### src/rtl/inst_fetch_responder.sv
// Instruction-fetch responder: turns a 32-bit fetch into four byte reads on a
// 1-cycle-latency RAM port, with a one-entry last-word buffer for repeat fetches.
module inst_fetch_responder #(
    parameter int ADDR_W = 32
) (
    input  logic              clk,
    input  logic              rst,
    input  logic              rdy,
    input  logic              inst_re,
    input  logic [31:0]       inst_raddr,
    input  logic              flush_buf,
    output logic [31:0]       inst_rdata,
    output logic              inst_busy,
    output logic              mem_rd,
    output logic [ADDR_W-1:0] mem_a,
    input  logic [7:0]        mem_din
);
    typedef enum logic [1:0] {IDLE, ISSUE, LAST, HIT} state_t;

    state_t            r_state, w_state_nxt;
    logic [1:0]        r_k, w_k_nxt;
    logic [ADDR_W-1:0] r_base, w_base_nxt;
    logic [ADDR_W-1:0] r_mem_a, w_mem_a_nxt;
    logic [ADDR_W-1:0] r_buf_addr, w_buf_addr_nxt;
    logic [23:0]       r_bytes, w_bytes_nxt;
    logic [31:0]       r_rdata, w_rdata_nxt;
    logic [31:0]       r_buf_word, w_buf_word_nxt;
    logic              r_busy, w_busy_nxt;
    logic              r_buf_valid, w_buf_valid_nxt;
    logic              r_restart, w_restart_nxt;
    logic [ADDR_W-1:0] w_req_base;
    logic              w_hit;
    logic              w_unused;

    assign w_req_base = inst_raddr[ADDR_W-1:0];
    assign w_unused   = ^inst_raddr;
    assign w_hit      = r_buf_valid && (r_buf_addr == w_req_base) && !flush_buf;

    assign inst_rdata = r_rdata;
    assign inst_busy  = r_busy;
    assign mem_a      = r_mem_a;
    // A pending restart suppresses the read until the address is re-seeded at base.
    assign mem_rd     = (r_state == ISSUE) && rdy && !r_restart;

    always_comb begin
        w_state_nxt     = r_state;
        w_k_nxt         = r_k;
        w_base_nxt      = r_base;
        w_mem_a_nxt     = r_mem_a;
        w_buf_addr_nxt  = r_buf_addr;
        w_bytes_nxt     = r_bytes;
        w_rdata_nxt     = r_rdata;
        w_buf_word_nxt  = r_buf_word;
        w_busy_nxt      = r_busy;
        w_buf_valid_nxt = r_buf_valid;
        w_restart_nxt   = r_restart;
        if (rdy) begin
            if (r_restart) begin
                w_state_nxt   = ISSUE;
                w_k_nxt       = 2'd0;
                w_mem_a_nxt   = r_base;
                w_restart_nxt = 1'b0;
            end else begin
                case (r_state)
                    ISSUE: begin
                        case (r_k)
                            2'd1:    w_bytes_nxt[7:0]   = mem_din;
                            2'd2:    w_bytes_nxt[15:8]  = mem_din;
                            2'd3:    w_bytes_nxt[23:16] = mem_din;
                            default: ;
                        endcase
                        if (r_k == 2'd3) begin
                            w_state_nxt = LAST;
                        end else begin
                            w_k_nxt     = r_k + 2'd1;
                            w_mem_a_nxt = r_base + ADDR_W'({1'b0, r_k} + 3'd1);
                        end
                    end
                    LAST: begin
                        w_rdata_nxt     = {mem_din, r_bytes};
                        w_buf_word_nxt  = {mem_din, r_bytes};
                        w_buf_addr_nxt  = r_base;
                        w_buf_valid_nxt = 1'b1;
                        w_busy_nxt      = 1'b0;
                        w_state_nxt     = IDLE;
                    end
                    HIT: begin
                        w_rdata_nxt = r_buf_word;
                        w_busy_nxt  = 1'b0;
                        w_state_nxt = IDLE;
                    end
                    default: ;
                endcase
            end
            // A new request overrides any progress above; a completion on the
            // same edge still delivers its word.
            if (inst_re) begin
                w_base_nxt    = w_req_base;
                w_busy_nxt    = 1'b1;
                w_restart_nxt = 1'b0;
                if (w_hit) begin
                    w_state_nxt = HIT;
                end else begin
                    w_state_nxt = ISSUE;
                    w_k_nxt     = 2'd0;
                    w_mem_a_nxt = w_req_base;
                end
            end
        end else if (r_state == ISSUE || r_state == LAST) begin
            w_restart_nxt = 1'b1;
        end
        if (flush_buf) w_buf_valid_nxt = 1'b0;
    end

    always_ff @(posedge clk or negedge rst) begin
        if (!rst) begin
            r_state     <= IDLE;
            r_k         <= 2'd0;
            r_base      <= '0;
            r_mem_a     <= '0;
            r_buf_addr  <= '0;
            r_bytes     <= '0;
            r_rdata     <= '0;
            r_buf_word  <= '0;
            r_busy      <= 1'b0;
            r_buf_valid <= 1'b0;
            r_restart   <= 1'b0;
        end else begin
            r_state     <= w_state_nxt;
            r_k         <= w_k_nxt;
            r_base      <= w_base_nxt;
            r_mem_a     <= w_mem_a_nxt;
            r_buf_addr  <= w_buf_addr_nxt;
            r_bytes     <= w_bytes_nxt;
            r_rdata     <= w_rdata_nxt;
            r_buf_word  <= w_buf_word_nxt;
            r_busy      <= w_busy_nxt;
            r_buf_valid <= w_buf_valid_nxt;
            r_restart   <= w_restart_nxt;
        end
    end
endmodule

### config.mk
export PLATFORM = sky130hd
export DESIGN_NAME = inst_fetch_responder
export DESIGN_NICKNAME = d
export VERILOG_FILES = /design/src/rtl/inst_fetch_responder.sv
export SDC_FILE = /design/constraint.sdc
export NUM_CORES = 1
export LEC_CHECK = 0
export ABC_AREA = 0
export CORE_ASPECT_RATIO = 0.75
export CORE_UTILIZATION = 34
export DETAILED_ROUTE_END_ITERATION = 10
export PLACE_DENSITY = 0.56
export SETUP_SLACK_MARGIN = 0.3
export SLEW_MARGIN = 40
export SYNTH_ARGS = -nofsm -noshare
export SYNTH_HDL_FRONTEND = slang
export SYNTH_SLANG_ARGS = --single-unit
### constraint.sdc
create_clock -name clk -period 2.7 [get_ports clk]
set_input_delay 0.405 -clock clk [delete_from_list [all_inputs] [get_ports clk]]
set_output_delay 0.405 -clock clk [all_outputs]
set_load 0.01 [all_outputs]
==> impl_metrics.yaml, run 1 <==
sta:
  final-hold-violation-count: 0
  relSlewSlack_pct: 48.9
  finalWorstSetupSlack_ns: 0.262
  tightest_slew_ns: 0.763
  fmax_ghz: 0.410
  tns_ns: 0
  maxSlewViolCount: 0
  min_period_ns: 2.44
  finalCritPeriodShare_pct: 90.3
  finClkSkew_ns: 0.0132
  rsz0062_at_grt: "yes"
  setup_viol: 0
cells_and_area:
  syn_to_final_growth_pct: 26.5
  fin_nets: 1054
  seqCellArea_mm2: 0.00478
  multi_input_area_mm2: 0.00453
  nFillCells: 2581
  fin_util_pct: 44.2
  insertedDiodeCount: 0
  layout-drive-gt1-share_pct: 23.8
yosys:
  syn_nets: 930
  syn_area_mm2: 0.00952
  yosysWarnings: 0
  yosysSeqAreaShare_pct: 50.2
  synth_edf_count: 0
  syn_inst: 879
  synth_seq_cells: 191
  avgSynthCellArea_um2: 10.8
  synthFlopType: "dfrtp_1"
  async_flop_share_pct: 100
  synth_cell_types: 60
worst_setup_path:
  critPathTopFamily: "simple AND/OR/NAND/NOR gates"
  criticalPathCategory: "reg2reg"
  cp-end-kind: "register"
  crit_top_cell: "and4_4"
  crit_fanout: 5
  cp.depth: 10
  r2r_cells: 10
  crit_buf_inv: 2
  crit_path_top_delay_cell: "dfrtp_1"
  arrival_ns: 2.76
  crit_path_cell_trace: "inv_2, ha_4, fa_2, and3b_2, and4_4, buf_12, and4_4, a31oi_1, o221a_2, o22a_1"
  slowest_delay_ns: 0.36
  cp-start-kind: "register"
  required_ns: 3.03
place:
  hpwl_mm: 18.6
  portBuffers: 110
  place_ws_ns: -0.189
  gp_congestion: 0.814
status:
  status: "finished, final reports clean"
floorplan:
  die_area_mm2: 0.0287
  design.core.area_mm2: 0.0273
  ios: 111
  start_util_pct: 34.9
  num_rows: 52
  die_h_um: 147
  die_w_um: 195
clock_network:
  clkTransAtPathRegs_ns: 0.08
  clockBufferDepth: 2
  clkSinkCount: 191
  htree_levels: 4
  cts_tree: "yes"
  cts_root_buf: "clkbuf_16"
  insertion_delay_ns: 0.44
  cts_buffers: 17
global_routing:
  grt_pass1_vias: 7021
  grt_overflow_total: 0
  grt_pass1_wl_mm: 43.0
  grt_max_degree: 66
  track_usage_pct: 19.7
  antenna_found_initial: 1
min_path:
  holdCritPathClass: "in2reg"
  min_delay_path_depth: 2
power:
  finalPower_mw: 10.8
  power_density_mw_per_mm2: 895
  ir_drop_mv: 0.536
  leakage_nw: 5.18
drt:
  antenna_left: 0
  vias_per_cell: 5.37
  vias: 7339
  dr.pass1.iters: 5
  drc: 0
  routedWlPerCell_um: 19.9
  drt_iter0_markers: 566
  postRouteWirelength_mm: 27.3
run:
  cap_violations: 0
==> cell usage in the layout (no fill, tap or decap), types with 8 or more instances in the layout <==
cell	instances
a21oi_1	40
nand3_1	12
inv_1	12
clkdlybuf4s50_1	106
nand2_1	77
a2bb2oi_1	12
mux2i_1	41
o21ai_0	57
nand4_1	12
mux2_2	112
o22ai_1	11
and4_1	8
buf_4	51
dfrtp_1	190
clkbuf_16	17
a31oi_1	17
and3_1	11
nor2_1	47
o22a_1	9
nor3_1	9
xor2_1	31
==> metrics by stage <==
stage,hold slack (ns),area [um2],cells
6_report,0.390,12000,1367
3_3_place_gp,0.421,11300,1325
2_1_floorplan,0.109,9540,879
3_5_place_dp,0.421,11300,1325
5_1_grt,0.374,12000,1367
4_1_cts,0.464,12000,1365
==> cell usage after synthesis (3+ instances only) <==
library cell | n | area (um2)
xor2_1 | 31 | 272
nand2b_1 | 3 | 18.8
ha_1 | 5 | 62.6
and4_1 | 10 | 87.6
nor2_1 | 47 | 176
inv_1 | 14 | 52.6
nand4_1 | 12 | 75.1
a211oi_1 | 3 | 22.5
nand2_1 | 79 | 297
nor4_1 | 11 | 68.8
o22ai_1 | 11 | 68.8
o21a_1 | 5 | 37.5
o221a_2 | 3 | 33.8
buf_2 | 7 | 35.0
and3_1 | 12 | 75.1
o21ai_0 | 62 | 310
buf_1 | 9 | 33.8
nand3_1 | 14 | 70.1
buf_6 | 4 | 45.0
o221ai_1 | 6 | 52.6
and2_1 | 3 | 18.8
nor3_1 | 11 | 55.1
a2bb2oi_1 | 12 | 105
dfrtp_1 | 191 | 4780
o2111ai_1 | 5 | 43.8
nand3b_1 | 3 | 22.5
mux2_2 | 113 | 1270
a21oi_1 | 40 | 200
a31oi_1 | 17 | 106
mux2i_1 | 41 | 410
clkbuf_1 | 44 | 165
o22a_1 | 9 | 78.8
or3_1 | 5 | 31.3
==> kinds of logic after synthesis <==
family / Yosys count / synth area share, %
multiplexers: 154 / 17.7
flip-flops: 191 / 50.2
buffers and inverters: 81 / 3.65
AND/OR/NAND/NOR: 218 / 11.1
AO/OA/AOI/OAI: 197 / 13.5
adder cells (fa/ha/maj): 6 / 0.868
XOR/XNOR: 32 / 2.94
==> flip-flops by register name, summed over array words and instances (netlist names) <==
signal / cells
inst_rdata: 32
r_buf_addr: 32
mem_a: 32
r_k: 2
r_bytes: 24
r_state: 2
r_restart: 1
r_base: 32
r_buf_word: 32
inst_busy: 1
r_buf_valid: 1
==> final timing paths <==
path                           startpoint        endpoint  slack, ns
setup / recovery                r_base[0]       mem_a[30]       0.26
hold / removal             inst_raddr[15]      r_base[15]       0.39
min in group asynchronous             rst   r_buf_addr[3]       0.49
max in group asynchronous             rst  inst_rdata[30]       1.48
hold reg to reg             inst_rdata[9]   inst_rdata[9]       0.48
setup reg to reg                r_base[0]       mem_a[30]       0.26
==> routing by layer <==
metal  up-vias  share of wire [%]  GRT usage (%)
met2       199                 42           26.9
li1       3455                  -              -
met1      3650                 51           30.6
met5         -              0.055              0
met3        33                5.7           4.27
met4         2                1.4           5.67
==> worst register-to-register path: cells and delay by family, from the launching register on <==
| kind | cells | cell delay, ns |
|---|---|---|
| adders and majority gates | 2 | 0.52 |
| buffers and inverters | 2 | 0.18 |
| AOI/OAI and AO/OA | 3 | 0.51 |
| and+or+nand+nor | 3 | 0.76 |
| DFF | 1 | 0.36 |
==> where the power goes <==
group          switching [mW]  internal, mW
clock                    1.23          1.25
sequential              0.659          3.74
combinational            1.92          1.97
total                    3.81          6.96
==> cell type report <==
class	count	area share, %
Clock buffer	19	3.68
Clock inverter	13	1.02
Inverter	15	0.468
Multi-Input combinational cell	607	37.6
Sequential cell	191	39.7
Tap cell	351	3.65
Timing Repair Buffer	171	13.9
==> what timing repair did <==
action,4_1_cts,5_1_grt
buffers inserted,6,2
pin swaps,11,17
hold endpoints to repair,53,0
gates resized for setup,21,12
hold buffers,1,0
setup endpoints to repair,12,32
cloned,1,0
Power figures use the tool's default switching activity.
==> run 2, diff against run 1 <==
CELL_PAD_IN_SITES_DETAIL_PLACEMENT = 1   (was unset)
CELL_PAD_IN_SITES_GLOBAL_PLACEMENT = 1   (was unset)
PLACE_DENSITY = 0.75   (was 0.56)
==> run 2 against run 1 <==
Net effect: core utilization up 1.4 points; clock-buffer cell count unchanged; non-clock buffer count grew 20; global-route usage is 1.8 points higher; critical endpoint is now mem_a[28].
==> impl_metrics.yaml, run 2 (synthesis results as in run 1) <==
status:
  status: "finished, final reports clean"
cells_and_area:
  stdcell_area_mm2: 0.0124
  insertedDiodeCount: 0
  fin_nets: 1074
  layout-drive-gt1-share_pct: 27.0
  syn_to_final_growth_pct: 30.4
  fin_cells: 1387
  final_common_cell: "dfrtp_1"
  layout_common_cells: "189 x dfrtp_1, 113 x mux2_2, 106 x clkdlybuf4s50_1"
drt:
  vias_per_cell: 5.61
  postRouteWirelength_mm: 30.7
  antenna_left: 0
  drt_iter0_markers: 598
  vias: 7785
  routedWlPerCell_um: 22.1
  drc: 0
  dr.pass1.iters: 4
clock_network:
  cts_tree: "yes"
  cts_buffers: 17
  insertion_delay_ns: 0.44
  clkSinkCount: 191
  cts_root_buf: "clkbuf_16"
  clockBufferDepth: 2
  clkTransAtPathRegs_ns: 0.08
  htree_levels: 4
sta:
  setup_viol: 0
  min_period_ns: 2.44
  finClkSkew_ns: 0.0120
  finalCritPeriodShare_pct: 90.3
  finalWorstSetupSlack_ns: 0.261
  maxSlewViolCount: 0
  rsz0062_at_grt: "yes"
  tightest_slew_ns: 0.694
  relSlewSlack_pct: 53.4
  final-hold-violation-count: 0
  fmax_ghz: 0.410
  whs_ns: 0.387
global_routing:
  grt_pass1_wl_mm: 47.2
  track_usage_pct: 21.5
  grt_max_degree: 73
  grt_pass1_vias: 7885
  antenna_found_initial: 0
  grt_overflow_total: 0
floorplan:
  design.core.area_mm2: 0.0273
  die_area_mm2: 0.0287
  ios: 111
  die_w_um: 195
  num_rows: 52
  die_h_um: 147
  start_util_pct: 34.9
place:
  hpwl_mm: 20.6
  place_ws_ns: -0.176
  portBuffers: 110
  gp_congestion: 0.894
  place_area_mm2: 0.0113
  dp.cells: 1336
power:
  leakage_nw: 5.34
  power_density_mw_per_mm2: 908
  ir_drop_mv: 0.678
min_path:
  hold_start: "rdy"
  whs_endpoint: "r_k[0]"
  min_delay_path_depth: 3
  holdCritPathClass: "in2reg"
worst_setup_path:
  arrival_ns: 2.76
  cp-end-kind: "register"
  crit_fanout: 6
  r2r_cells: 6
  rrSetupSlack_ns: 0.26
  reg2reg_to: "mem_a[28]"
  cp-start-kind: "register"
  criticalPathCategory: "reg2reg"
  required_ns: 3.02
  r2r-start: "r_base[20]"
run:
  cap_violations: 0
-- run 2: critical path, cell delays in order (launching register included) --
cell,delay [ns]
dfrtp_1,0.47
nand4_1,0.35
or4_1,0.60
nor3_2,0.19
mux2_2,0.37
a221oi_2,0.24
a31oi_1,0.11
-- run 2: how the worst max path moves through the flow --
stage | startpoint | to | depth (start not counted)
6_report | r_base[20] | mem_a[28] | 6
5_1_grt | r_base[20] | mem_a[28] | 6
4_1_cts | r_base[0] | mem_a[22] | 9
3_5_place_dp | inst_raddr[2] | mem_a[25] | 8
3_3_place_gp | inst_raddr[2] | mem_a[5] | 8
2_1_floorplan | r_k[0] | mem_a[28] | 10
-- run 2: layer usage --
layer / share of wire [%] / vias up / track usage, %
met5: 0 / - / 0
met4: 1.3 / 0 / 4.92
met3: 6.0 / 27 / 4.34
met2: 45 / 243 / 32.2
met1: 48 / 4024 / 31.8
li1: - / 3491 / -
-- run 2: power breakdown --
| group | leakage, nW | switching, mW | total, mW | internal (mW) |
|---|---|---|---|---|
| clock network | 0.300 | 1.32 | 2.63 | 1.31 |
| registers | 2.39 | 0.715 | 4.46 | 3.74 |
| logic | 2.64 | 2.11 | 4.18 | 2.07 |
| total | 5.34 | 4.15 | 11.3 | 7.12 |
-- run 2: timing repair --
action / in CTS / in global routing
setup buffers: 3 / 10
endpoints found under the setup margin: 12 / 33
gates resized for setup: 16 / 42
hold endpoints to repair: 39 / 0
gates cloned: 0 / 5
hold buffers: 1 / 0
pin swaps: 2 / 28
-- run 2: final cells by class --
class	count	area [um2]
repair buffers	191	1890
fillers	2918	14800
inverters	15	56.3
clock inverters	13	159
well taps	351	439
clock buffers	19	453
multi-input cells	607	4640
flip-flops and latches	191	4780
-- run 2: through the flow --
stage	power, mW	setup TNS (ns)	utilization [%]
final	11.3	0	45.5
after global routing	11.9	0	45.5
after CTS	11.2	0	44.1
after detailed placement	8.45	-3.34	41.6
after global placement	8.26	-4.31	41.6
after floorplan	6.65	0	-
==> run 3, diff against run 2 <==
CORE_MARGIN = 2   (was unset)
CORE_UTILIZATION = 40   (was 34)
PLACE_DENSITY = 0.85   (was 0.75)
==> run 3 against run 2 <==
Net effect: critical endpoint is now mem_a[14]; cell area shrank 2.5%; register-to-register slack lost 0.03 ns; hold slack lost 0.044 ns; non-clock buffer count shrank 18; die area shrank 13%; flip-flop and latch count is the same; clock skew grew 0.0027 ns; clock-buffer cell count shrank 2; power is essentially flat; largest cell class unchanged; core utilization grew 6.6 points; routed wire length grew 0.50%.
==> impl_metrics.yaml, run 3 (synthesis results as in run 1) <==
min_path:
  min_delay_path_depth: 3
  holdCritPathClass: "in2reg"
  whs_endpoint: "r_k[0]"
  hold_start: "rdy"
power:
  leakage_nw: 5.23
  power_density_mw_per_mm2: 932
  finalPower_mw: 11.3
  ir_drop_mv: 0.518
place:
  gp_congestion: 0.901
  portBuffers: 110
  place_ws_ns: -0.140
  hpwl_mm: 19.9
sta:
  rsz0062_at_grt: "yes"
  final-hold-violation-count: 0
  relSlewSlack_pct: 57.5
  tightest_slew_ns: 0.637
  min_period_ns: 2.47
  tns_ns: 0
  setup_viol: 0
  finalWorstSetupSlack_ns: 0.233
  finalCritPeriodShare_pct: 91.4
  maxSlewViolCount: 0
  fmax_ghz: 0.405
  finClkSkew_ns: 0.0147
clock_network:
  cts_buffers: 17
  clkSinkCount: 191
  htree_levels: 4
  clockBufferDepth: 2
  cts_tree: "yes"
  cts_root_buf: "clkbuf_16"
  clkTransAtPathRegs_ns: 0.08
  insertion_delay_ns: 0.45
drt:
  drt_iter0_markers: 772
  antenna_left: 0
  postRouteWirelength_mm: 30.8
  drc: 0
  vias_per_cell: 5.97
  dr.pass1.iters: 5
  routedWlPerCell_um: 23.4
  vias: 7862
worst_setup_path:
  arrival_ns: 2.77
  cp-end-kind: "register"
  cp-startpoint: "r_k[0]"
  crit_fanout: 8
  rrSetupSlack_ns: 0.23
  reg2reg_to: "mem_a[14]"
  cp-start-kind: "register"
  r2r_cells: 10
  r2r-start: "r_k[0]"
  criticalPathCategory: "reg2reg"
  required_ns: 3.01
cells_and_area:
  seqCellArea_mm2: 0.00479
  syn_to_final_growth_pct: 27.1
  layout_common_cells: "186 x dfrtp_1, 113 x mux2_2, 106 x clkdlybuf4s50_1"
  nFillCells: 2475
  insertedDiodeCount: 0
  layout-drive-gt1-share_pct: 24.5
  fin_util_pct: 52.2
  multi_input_area_mm2: 0.00456
  fin_nets: 1056
  final_common_cell: "dfrtp_1"
floorplan:
  ios: 111
  start_util_pct: 41.1
  die_w_um: 182
  num_rows: 48
  die_area_mm2: 0.0251
  die_h_um: 138
  design.core.area_mm2: 0.0232
global_routing:
  grt_overflow_total: 0
  track_usage_pct: 24.4
  grt_pass1_wl_mm: 46.7
  grt_max_degree: 66
  grt_pass1_vias: 8181
  antenna_found_initial: 0
run:
  cap_violations: 0
status:
  status: "finished, final reports clean"
==> run 3: cell count changes in the layout (fill, tap and decap cells not counted), sizes merged <==
cell / delta
clkinvlp: +1
clkbuf: -5
buf: -15
inv: -4
clkinv: +5
==> run 3: metal layers <==
layer / up-vias / GRT usage (%) / wire, um
li1: 3460 / - / -
met1: 4020 / 32.9 / 13200
met2: 317 / 39.6 / 14700
met3: 65 / 5.08 / 2160
met4: 0 / 7.97 / 753
met5: - / 0 / 0
==> run 3: worst max-delay path by stage <==
stage                 to  slack (ns)  cells after the start
2_1_floorplan  mem_a[28]        0.32                     10
3_3_place_gp    mem_a[2]       -0.05                      8
3_5_place_dp   mem_a[11]       -0.14                      8
4_1_cts        mem_a[22]        0.23                      9
5_1_grt        mem_a[16]        0.10                     10
6_report       mem_a[14]        0.23                     10
==> run 3: through the flow <==
stage	instances	hold WS [ns]	area (um2)
after floorplan	879	0.109	9540
after global placement	1270	0.415	11200
after detailed placement	1270	0.426	11200
after CTS	1308	0.326	11900
after global routing	1318	0.363	12100
final	1318	0.342	12100
==> run 3: power breakdown <==
group,internal [mW],switching (mW)
Clock,1.29,1.40
Combinational,1.99,2.10
Sequential,3.74,0.757
==> run 3: final cells by class <==
cell class                 count  area share (%)
inverter                      15           0.465
sequential                   191            39.6
multi-input combinational    607            37.7
clock buffer                  17            3.52
tap                          300            3.10
timing repair buffer         173            13.9
clock inverter                15            1.76
==> run 3: worst max-delay path, stage by stage, from the launching register on <==
cell	delay [ns]
dfrtp_1	0.37
inv_2	0.06
ha_4	0.16
fa_2	0.34
and3b_2	0.31
and4_4	0.33
buf_6	0.16
buf_4	0.11
a41oi_1	0.14
o22ai_1	0.23
a31oi_1	0.11
==> run 3: what timing repair did <==
action	CTS	global route
buffers inserted	5	9
resized for setup	16	25
gates cloned	0	1
pin swaps	11	17
hold buffers	1	0
setup endpoints to repair	13	29
hold endpoints to repair	56	0
